$ cat src/rtl/demux_1to3_router.sv
// demux_1to3_router: routes one WIDTH-bit word to one of three channels.
// Each channel has a one-entry holding register with a valid/ready handshake,
// so a stalled destination never blocks or corrupts the other two.
// Optional feature: define DEMUX_STATS_EN to add per-channel handshake
// counters cnt1..cnt3 (CNT_W bits, wrapping).
module demux_1to3_router #(
  parameter int WIDTH = 32,
  parameter int CNT_W = 16
) (
  input  logic             clk,
  input  logic             rst_n,
  input  logic             in_valid,
  output logic             in_ready,
  input  logic [WIDTH-1:0] in_data,
  input  logic [1:0]       signal,
  output logic             out1_valid,
  output logic             out2_valid,
  output logic             out3_valid,
  input  logic             out1_ready,
  input  logic             out2_ready,
  input  logic             out3_ready,
  output logic [WIDTH-1:0] out1_data,
  output logic [WIDTH-1:0] out2_data,
  output logic [WIDTH-1:0] out3_data,
  output logic             sel_alias
`ifdef DEMUX_STATS_EN
  ,
  output logic [CNT_W-1:0] cnt1,
  output logic [CNT_W-1:0] cnt2,
  output logic [CNT_W-1:0] cnt3
`endif
);

  typedef enum logic {
    EMPTY = 1'b0,
    FULL  = 1'b1
  } ch_state_e;

  ch_state_e        st_q   [3];
  logic [WIDTH-1:0] data_q [3];
  logic             sel_alias_q;

  logic [2:0] tgt_oh;
  logic [2:0] full;
  logic [2:0] rdy;
  logic [2:0] drain;
  logic       accept;

  // Decode destination select; values 2 and 3 both map to channel 3.
  always_comb begin
    tgt_oh = '0;
    unique case (signal)
      2'd0:    tgt_oh = 3'b001;
      2'd1:    tgt_oh = 3'b010;
      default: tgt_oh = 3'b100;
    endcase
  end

  // Per-channel occupancy, drain and the combinational accept decision.
  always_comb begin
    rdy = {out3_ready, out2_ready, out1_ready};
    for (int unsigned i = 0; i < 3; i++) begin
      full[i]  = (st_q[i] == FULL);
      drain[i] = full[i] & rdy[i];
    end
    // Target may take a word if empty or emptying this very cycle.
    in_ready = |(tgt_oh & (~full | drain));
    accept   = in_valid & in_ready;
  end

  // Channel FSMs and holding registers: load on accept, empty on drain.
  always_ff @(posedge clk or negedge rst_n) begin
    if (!rst_n) begin
      for (int unsigned i = 0; i < 3; i++) begin
        st_q[i]   <= EMPTY;
        data_q[i] <= '0;
      end
      sel_alias_q <= 1'b0;
    end else begin
      for (int unsigned i = 0; i < 3; i++) begin
        if (accept && tgt_oh[i]) begin
          st_q[i]   <= FULL;
          data_q[i] <= in_data;
        end else if (drain[i]) begin
          st_q[i] <= EMPTY;
        end
      end
      sel_alias_q <= accept && (signal == 2'd3);
    end
  end

  assign out1_valid = (st_q[0] == FULL);
  assign out2_valid = (st_q[1] == FULL);
  assign out3_valid = (st_q[2] == FULL);
  assign out1_data  = data_q[0];
  assign out2_data  = data_q[1];
  assign out3_data  = data_q[2];
  assign sel_alias  = sel_alias_q;

`ifdef DEMUX_STATS_EN
  logic [CNT_W-1:0] cnt_q [3];

  // Count output handshakes per channel, wrapping at 2^CNT_W.
  always_ff @(posedge clk or negedge rst_n) begin
    if (!rst_n) begin
      for (int unsigned i = 0; i < 3; i++) cnt_q[i] <= '0;
    end else begin
      for (int unsigned i = 0; i < 3; i++) begin
        if (drain[i]) cnt_q[i] <= cnt_q[i] + CNT_W'(1);
      end
    end
  end

  assign cnt1 = cnt_q[0];
  assign cnt2 = cnt_q[1];
  assign cnt3 = cnt_q[2];
`endif

endmodule
$ cat config.mk
export PLATFORM = sky130hd
export DESIGN_NAME = demux_1to3_router
export DESIGN_NICKNAME = d
export VERILOG_FILES = /design/src/rtl/demux_1to3_router.sv
export SDC_FILE = /design/constraint.sdc
export NUM_CORES = 1
export LEC_CHECK = 0
export ABC_CLOCK_PERIOD_IN_PS = 3100
export BUFFER_PORTS_ARGS = -buffer_cell sky130_fd_sc_hd__buf_4
export CAP_MARGIN = 20
export CORE_MARGIN = 10
export CORE_UTILIZATION = 50
export DETAILED_ROUTE_END_ITERATION = 12
export PLACE_DENSITY = 0.87
export SLEW_MARGIN = 40
export SYNTH_ARGS = -nofsm -noshare
export SYNTH_HDL_FRONTEND = slang
export SYNTH_SLANG_ARGS = --single-unit
$ cat constraint.sdc
create_clock -name clk -period 3.1 [get_ports clk]
set_input_delay 0.155 -clock clk [delete_from_list [all_inputs] [get_ports clk]]
set_output_delay 0.155 -clock clk [all_outputs]
set_load 0.01 [all_outputs]
==> summary.txt, run 1 <==
Clock network
  • CTS Hold Buffers Added: 1
  • CTS tree: built
  • CTS sink cnt: 100
  • Worst skew pair latency: 350 ps
  • PostCTS Resize Cnt: 0
  • H-Tree Depth: 3
  • Post-CTS Setup Inserts: 0
  • CTS Buf Count: 9
  • Worst-path clk slew: about 100 ps
  • Clk root buf: clkbuf_8
  • Worst-case clock buffer depth: 2

Critical path
  • R2R setup slack: ~1200 ps
  • Max stage delay on crit path: 540 ps
  • Critical path, cell by cell: nand2b_1, nor2b_4, buf_4, mux2_2
  • CP Class: flop to flop
  • FF-to-FF path depth: 4
  • Slowest-stage cell, CP: nor2b_4
  • CP endpoint kind: flop
  • Top cell family by delay on the critical path: simple AND/OR/NAND/NOR gates
  • R2R Path End: out3_data[12]$_DFFE_PN0P_
  • Critical R2R Launch: out3_valid$_DFFE_PN0P_
  • CP arrival: 2130 ps
  • Worst Path Max Fanout: 21
  • Worst EP required: ~3400 ps
  • CP startpoint kind: flop
  • Worst Path Buf+Inv: 1

Drt
  • Wire length per cell: 19.6 um
  • Iteration-0 DRC count of the detailed router: between 70 and 80
  • Vias per cell: roughly 5
  • TritonRoute pass-1 iters: 4
  • Via Count: 2362
  • DRT Wirelength: a little over 9000 um
  • DRC violations left: 0
  • Post-DRT Antenna Nets: 0

Job
  • Max_cap viols: 0

Power
  • VDD IR-drop max: 341 uV
  • Pleak: 2.54 nW
  • Total Power: about 3.6 mW
  • Power per cell area: 681 nW/um^2

GRT
  • Initial antenna violation count: 0
  • Vias in the first global route: roughly 2600
  • Total track usage: 0.154
  • Gr ovfl total: 0
  • Largest net degree at the start of global routing: 53
  • First-pass GRT wire length: 14200 um

Hold path
  • Min-Delay Path Class: input pin to flop
  • Hold Crit Start: in_data[9]
  • WHS Endpoint: out3_data[9]$_DFFE_PN0P_
  • Worst hold stages: 2

STA
  • Setup WS post-layout: roughly 1200 ps
  • Final setup fails: 0
  • Hold Vio Cnt, Final: 0
  • WHS: 34.5 ps
  • Fin crit share: 0.606
  • Worst clock skew: 12.6 ps
  • Slew margin rel.: 0.561
  • FMAX: around 0.53 GHz
  • Fin crit period: 1880 ps
  • Tightest Pin Transition: approximately 660 ps
  • Unrepaired setup endpoints after global routing: false
  • Slew Viols, Final: 0
  • Setup TNS: 0 ps

Placement
  • Dpl hpwl: ~6900 um
  • Placed Cells: approximately 460
  • Post-Place Worst Slack: 1200 ps
  • Placed inst area: 5020 um^2
  • Count of input and output buffers: 140
  • Gpl congestion: roughly 0.75

Logic synthesis
  • Synth Instances: 223
  • #FFs+latches synth: 100
  • Ys Warns: 0
  • Post-synthesis sequential area ratio: 0.636
  • Post-Syn Nets: 263
  • Post-Syn Area: a little under 4000 um^2
  • Cell variety after synth: 16
  • Mapped Avg Cell Area: 17.6 um^2

Floorplanning
  • # IOs: 141
  • Die Y: 109 um
  • Core area: just under 8000 um^2
  • DIE AREA: about 12000 um^2
  • Effective utilization at floorplan: 0.512
  • Die width: 109 um
  • FP Rows: 32

Final layout
  • Fin area: around 5300 um^2
  • Antenna diodes: 0
  • Nets: just over 400
  • Most frequent cells in the layout: 141 x buf_4, 100 x dfrtp_1, 61 x mux2_2
  • Share of post-route cells with drive strength above 1: 0.682
  • Fillers: 556
  • Commonest non-fill, non-tap cell in the layout: buf_4
  • Post-Layout Cell Count: roughly 470
  • Final Util: 0.683
  • Area delta synth->final: 33.4%

Status
  • Status: finished clean
[how the worst max path moves through the flow]
stage	from	end	slack, ps	cells after the start
floorplan	out3_valid$_DFFE_PN0P_	out3_data[11]$_DFFE_PN0P_	1730	5
global placement	out1_valid$_DFFE_PN0P_	out1_data[17]$_DFFE_PN0P_	1130	3
detailed placement	out3_valid$_DFFE_PN0P_	out3_data[12]$_DFFE_PN0P_	1200	4
CTS	out3_valid$_DFFE_PN0P_	out3_data[12]$_DFFE_PN0P_	1170	4
global route	out3_valid$_DFFE_PN0P_	out3_data[5]$_DFFE_PN0P_	1110	4
finish	out3_valid$_DFFE_PN0P_	out3_data[12]$_DFFE_PN0P_	1220	4
[power breakdown]
part | switching (mW) | leakage (nW) | internal, mW | total, mW
Combinational | 0.397 | 1.24 | 0.591 | 0.988
Clock | 0.438 | 0.113 | 0.444 | 0.882
Sequential | 0.146 | 1.19 | 1.56 | 1.71
[area by class of cell]
cell class,count,area (um^2),share of cell area
Clock buffer,12,165,0.0315
Clock inverter,4,56.3,0.0107
Multi-Input combinational cell,112,1310,0.250
Sequential cell,100,2500,0.477
Tap cell,102,128,0.0243
Timing Repair Buffer,143,1090,0.207
[logic make-up (layout without fill, tap and decap cells)]
family | Yosys count | count (layout) | synth area share
flip-flops | 100 | 100 | 0.636
multiplexers | 97 | 97 | 0.306
AND/OR/NAND/NOR | 14 | 14 | 0.0216
buffers and inverters | 11 | 159 | 0.0353
AO/OA/AOI/OAI | 1 | 1 | 0.00127
[metal layers]
metal / track usage / share of wire / vias to the layer above
li1: - / - / 1061
met1: 0.165 / 0.38 / 1196
met2: 0.271 / 0.51 / 89
met3: 0.0507 / 0.083 / 16
met4: 0.0734 / 0.023 / 0
met5: 0 / 0 / -
[Yosys cell counts]
library cell | instances | area share
buf_4 | 3 | 0.0057
nor2b_1 | 1 | 0.0016
mux2_2 | 61 | 0.17
nor2b_2 | 1 | 0.0022
o21ai_0 | 1 | 0.0013
buf_12 | 3 | 0.015
nand2_1 | 6 | 0.0057
mux2_4 | 30 | 0.11
nand2b_1 | 3 | 0.0048
nand3b_2 | 1 | 0.0029
buf_6 | 5 | 0.014
dfrtp_1 | 100 | 0.64
and2_1 | 1 | 0.0016
mux2_1 | 5 | 0.014
and3_4 | 1 | 0.0029
mux2i_1 | 1 | 0.0025
[sequential cells by signal, summed over array words and instances (netlist names)]
name and cells:
sel_alias 1, out1_data 32, out2_valid 1, out3_data 32
out2_data 32, out1_valid 1, out3_valid 1
Power figures use the tool's default switching activity.
==> run 2, diff against run 1 <==
--- a/config.mk
+++ b/config.mk
@@ -5,13 +5,13 @@
 export SDC_FILE = /design/constraint.sdc
 export NUM_CORES = 1
 export LEC_CHECK = 0
-export ABC_CLOCK_PERIOD_IN_PS = 3100
+export ABC_CLOCK_PERIOD_IN_PS = 1800
 export BUFFER_PORTS_ARGS = -buffer_cell sky130_fd_sc_hd__buf_4
 export CAP_MARGIN = 20
 export CORE_MARGIN = 10
-export CORE_UTILIZATION = 50
+export CORE_UTILIZATION = 49
 export DETAILED_ROUTE_END_ITERATION = 12
-export PLACE_DENSITY = 0.87
+export PLACE_DENSITY = 0.86
 export SLEW_MARGIN = 40
 export SYNTH_ARGS = -nofsm -noshare
 export SYNTH_HDL_FRONTEND = slang
==> constraint.sdc (replaced) <==
create_clock -name clk -period 1.8 [get_ports clk]
set_input_delay 0.09 -clock clk [delete_from_list [all_inputs] [get_ports clk]]
set_output_delay 0.09 -clock clk [all_outputs]
set_load 0.01 [all_outputs]
==> summary.txt, run 2 (same netlist as run 1, synthesis figures left out) <==
STA
  • Fin crit share: 0.825
  • FMAX: just under 0.7 GHz
  • Hold Vio Cnt, Final: 0 (unchanged)
  • Slew Viols, Final: 0 (unchanged)
  • Final setup fails: 0 (unchanged)
  • Tightest Pin Transition: 503 ps (-155 ps)
  • Unrepaired setup endpoints after global routing: false
  • Setup TNS: 0 ps (unchanged)
  • Slew margin rel.: 0.665 (+0.103)
  • Worst clock skew: 20.7 ps (+8.14 ps)
  • Fin crit period: 1480 ps

Final layout
  • Final Util: 0.722 (+0.0389)
  • Fin area: 5610 um^2 (+6.8%)
  • Nets: 444 (+9.4%)
  • Area delta synth->final: 42.5%
  • Most frequent cells in the layout: 144 x buf_4, 100 x dfrtp_1, 61 x mux2_2
  • Fillers: 512 (-7.9%)
  • Share of post-route cells with drive strength above 1: 0.631 (-0.0511)
  • Antenna diodes: 0 (unchanged)
  • Commonest non-fill, non-tap cell in the layout: buf_4

Critical path
  • CP startpoint kind: flop
  • CP arrival: 1390 ps (-740 ps)
  • Worst Path Max Fanout: 3 (-86%)
  • CP endpoint kind: output pin
  • CP Class: flop to output pin
  • FF-to-FF path depth: 4 (unchanged)
  • Worst EP required: 1710 ps (-1640 ps)

GRT
  • Largest net degree at the start of global routing: 44 (-17%)
  • Total track usage: 0.166 (+0.0115)
  • Vias in the first global route: 2834 (+7.1%)
  • Gr ovfl total: 0 (unchanged)
  • First-pass GRT wire length: 15500 um (+9.0%)
  • Initial antenna violation count: 0 (unchanged)

Clock network
  • CTS Hold Buffers Added: 34 (+33)
  • Clk root buf: clkbuf_8
  • PostCTS Resize Cnt: 0 (unchanged)
  • Worst skew pair latency: 380 ps (+30 ps)
  • H-Tree Depth: 3 (unchanged)
  • CTS Buf Count: 9 (unchanged)
  • Worst-case clock buffer depth: 2 (unchanged)
  • CTS sink cnt: 100 (unchanged)
  • Post-CTS Setup Inserts: 0 (unchanged)
  • CTS tree: built
  • Worst-path clk slew: 110 ps (about the same)

Floorplanning
  • Die width: 110 um (+0.83%)
  • DIE AREA: 12000 um^2 (+1.7%)
  • Die Y: 110 um (+0.83%)
  • Core area: 7770 um^2 (+1.0%)
  • # IOs: 141 (unchanged)
  • FP Rows: 32 (unchanged)
  • Effective utilization at floorplan: 0.507 (-0.00528)

Power
  • VDD IR-drop max: 637 uV (+87%)
  • Power per cell area: 1090 nW/um^2 (+60%)
  • Pleak: 2.69 nW (+5.9%)
  • Total Power: 6.11 mW (+71%)

Job
  • Max_cap viols: 0 (unchanged)

Placement
  • Placed inst area: 5070 um^2 (+1.1%)
  • Gpl congestion: 0.738 (-2.0%)
  • Count of input and output buffers: 140 (unchanged)
  • Dpl hpwl: 7040 um (+2.0%)

Drt
  • DRC violations left: 0 (unchanged)
  • Post-DRT Antenna Nets: 0 (unchanged)
  • DRT Wirelength: 10000 um (+8.0%)
  • TritonRoute pass-1 iters: 6 (+2)
  • Wire length per cell: 19.6 um (about the same)
  • Vias per cell: 4.95 (-0.89%)
  • Iteration-0 DRC count of the detailed router: 84 (+15%)
  • Via Count: 2529 (+7.1%)

Hold path
  • Min-Delay Path Class: input pin to flop
  • Worst hold stages: 3 (+1)

Status
  • Status: finished clean
run 2: path summary, 6_finish.rpt:
check                                         startpoint                         to  slack [ps]
worst max-delay path              out1_valid$_DFFE_PN0P_                   in_ready         320
worst min-delay path                            in_valid     out3_valid$_DFFE_PN0P_          20
worst max register to register    out2_valid$_DFFE_PN0P_   out2_data[0]$_DFFE_PN0P_         350
worst min register to register  out3_data[6]$_DFFE_PN0P_   out3_data[6]$_DFFE_PN0P_         500
max in group asynchronous                          rst_n   out1_data[4]$_DFFE_PN0P_         870
min in group asynchronous                          rst_n  out1_data[19]$_DFFE_PN0P_         230
run 2: layout make-up:
class                           count  area, um^2  share of cell area
Sequential cell                   100        2500               0.446
Timing Repair Buffer              181        1480               0.264
Multi-Input combinational cell    112        1300               0.232
Tap cell                          102         128              0.0228
Clock buffer                        9         124              0.0221
Clock inverter                      7        70.1              0.0125
run 2: through the flow:
step           setup WS [ps]  cells  hold WS [ps]
6_report                 316    511          19.3
5_1_grt                  233    511          26.0
4_1_cts                  336    511          19.3
3_5_place_dp             361    461          87.2
3_3_place_gp             390    461          83.2
2_1_floorplan            434    223          -206
run 2: per-layer routing:
metal / vias to the layer above / share of wire / wire [um] / track usage
met1: 1300 / 0.38 / 3850 / 0.186
met5: - / 0 / 0 / 0
li1: 1142 / - / - / -
met3: 10 / 0.078 / 778 / 0.0609
met2: 77 / 0.53 / 5270 / 0.290
met4: 0 / 0.012 / 125 / 0.0493
run 2: power by group:
part / switching [mW] / internal, mW
combinational: 0.707 / 1.07
clock: 0.848 / 0.542
sequential: 0.257 / 2.68
run 2: critical path, stage by stage (launching register included):
cell	delay (ps)
dfrtp_1	400
nand2b_1	160
mux2i_1	120
o21ai_0	200
buf_4	170
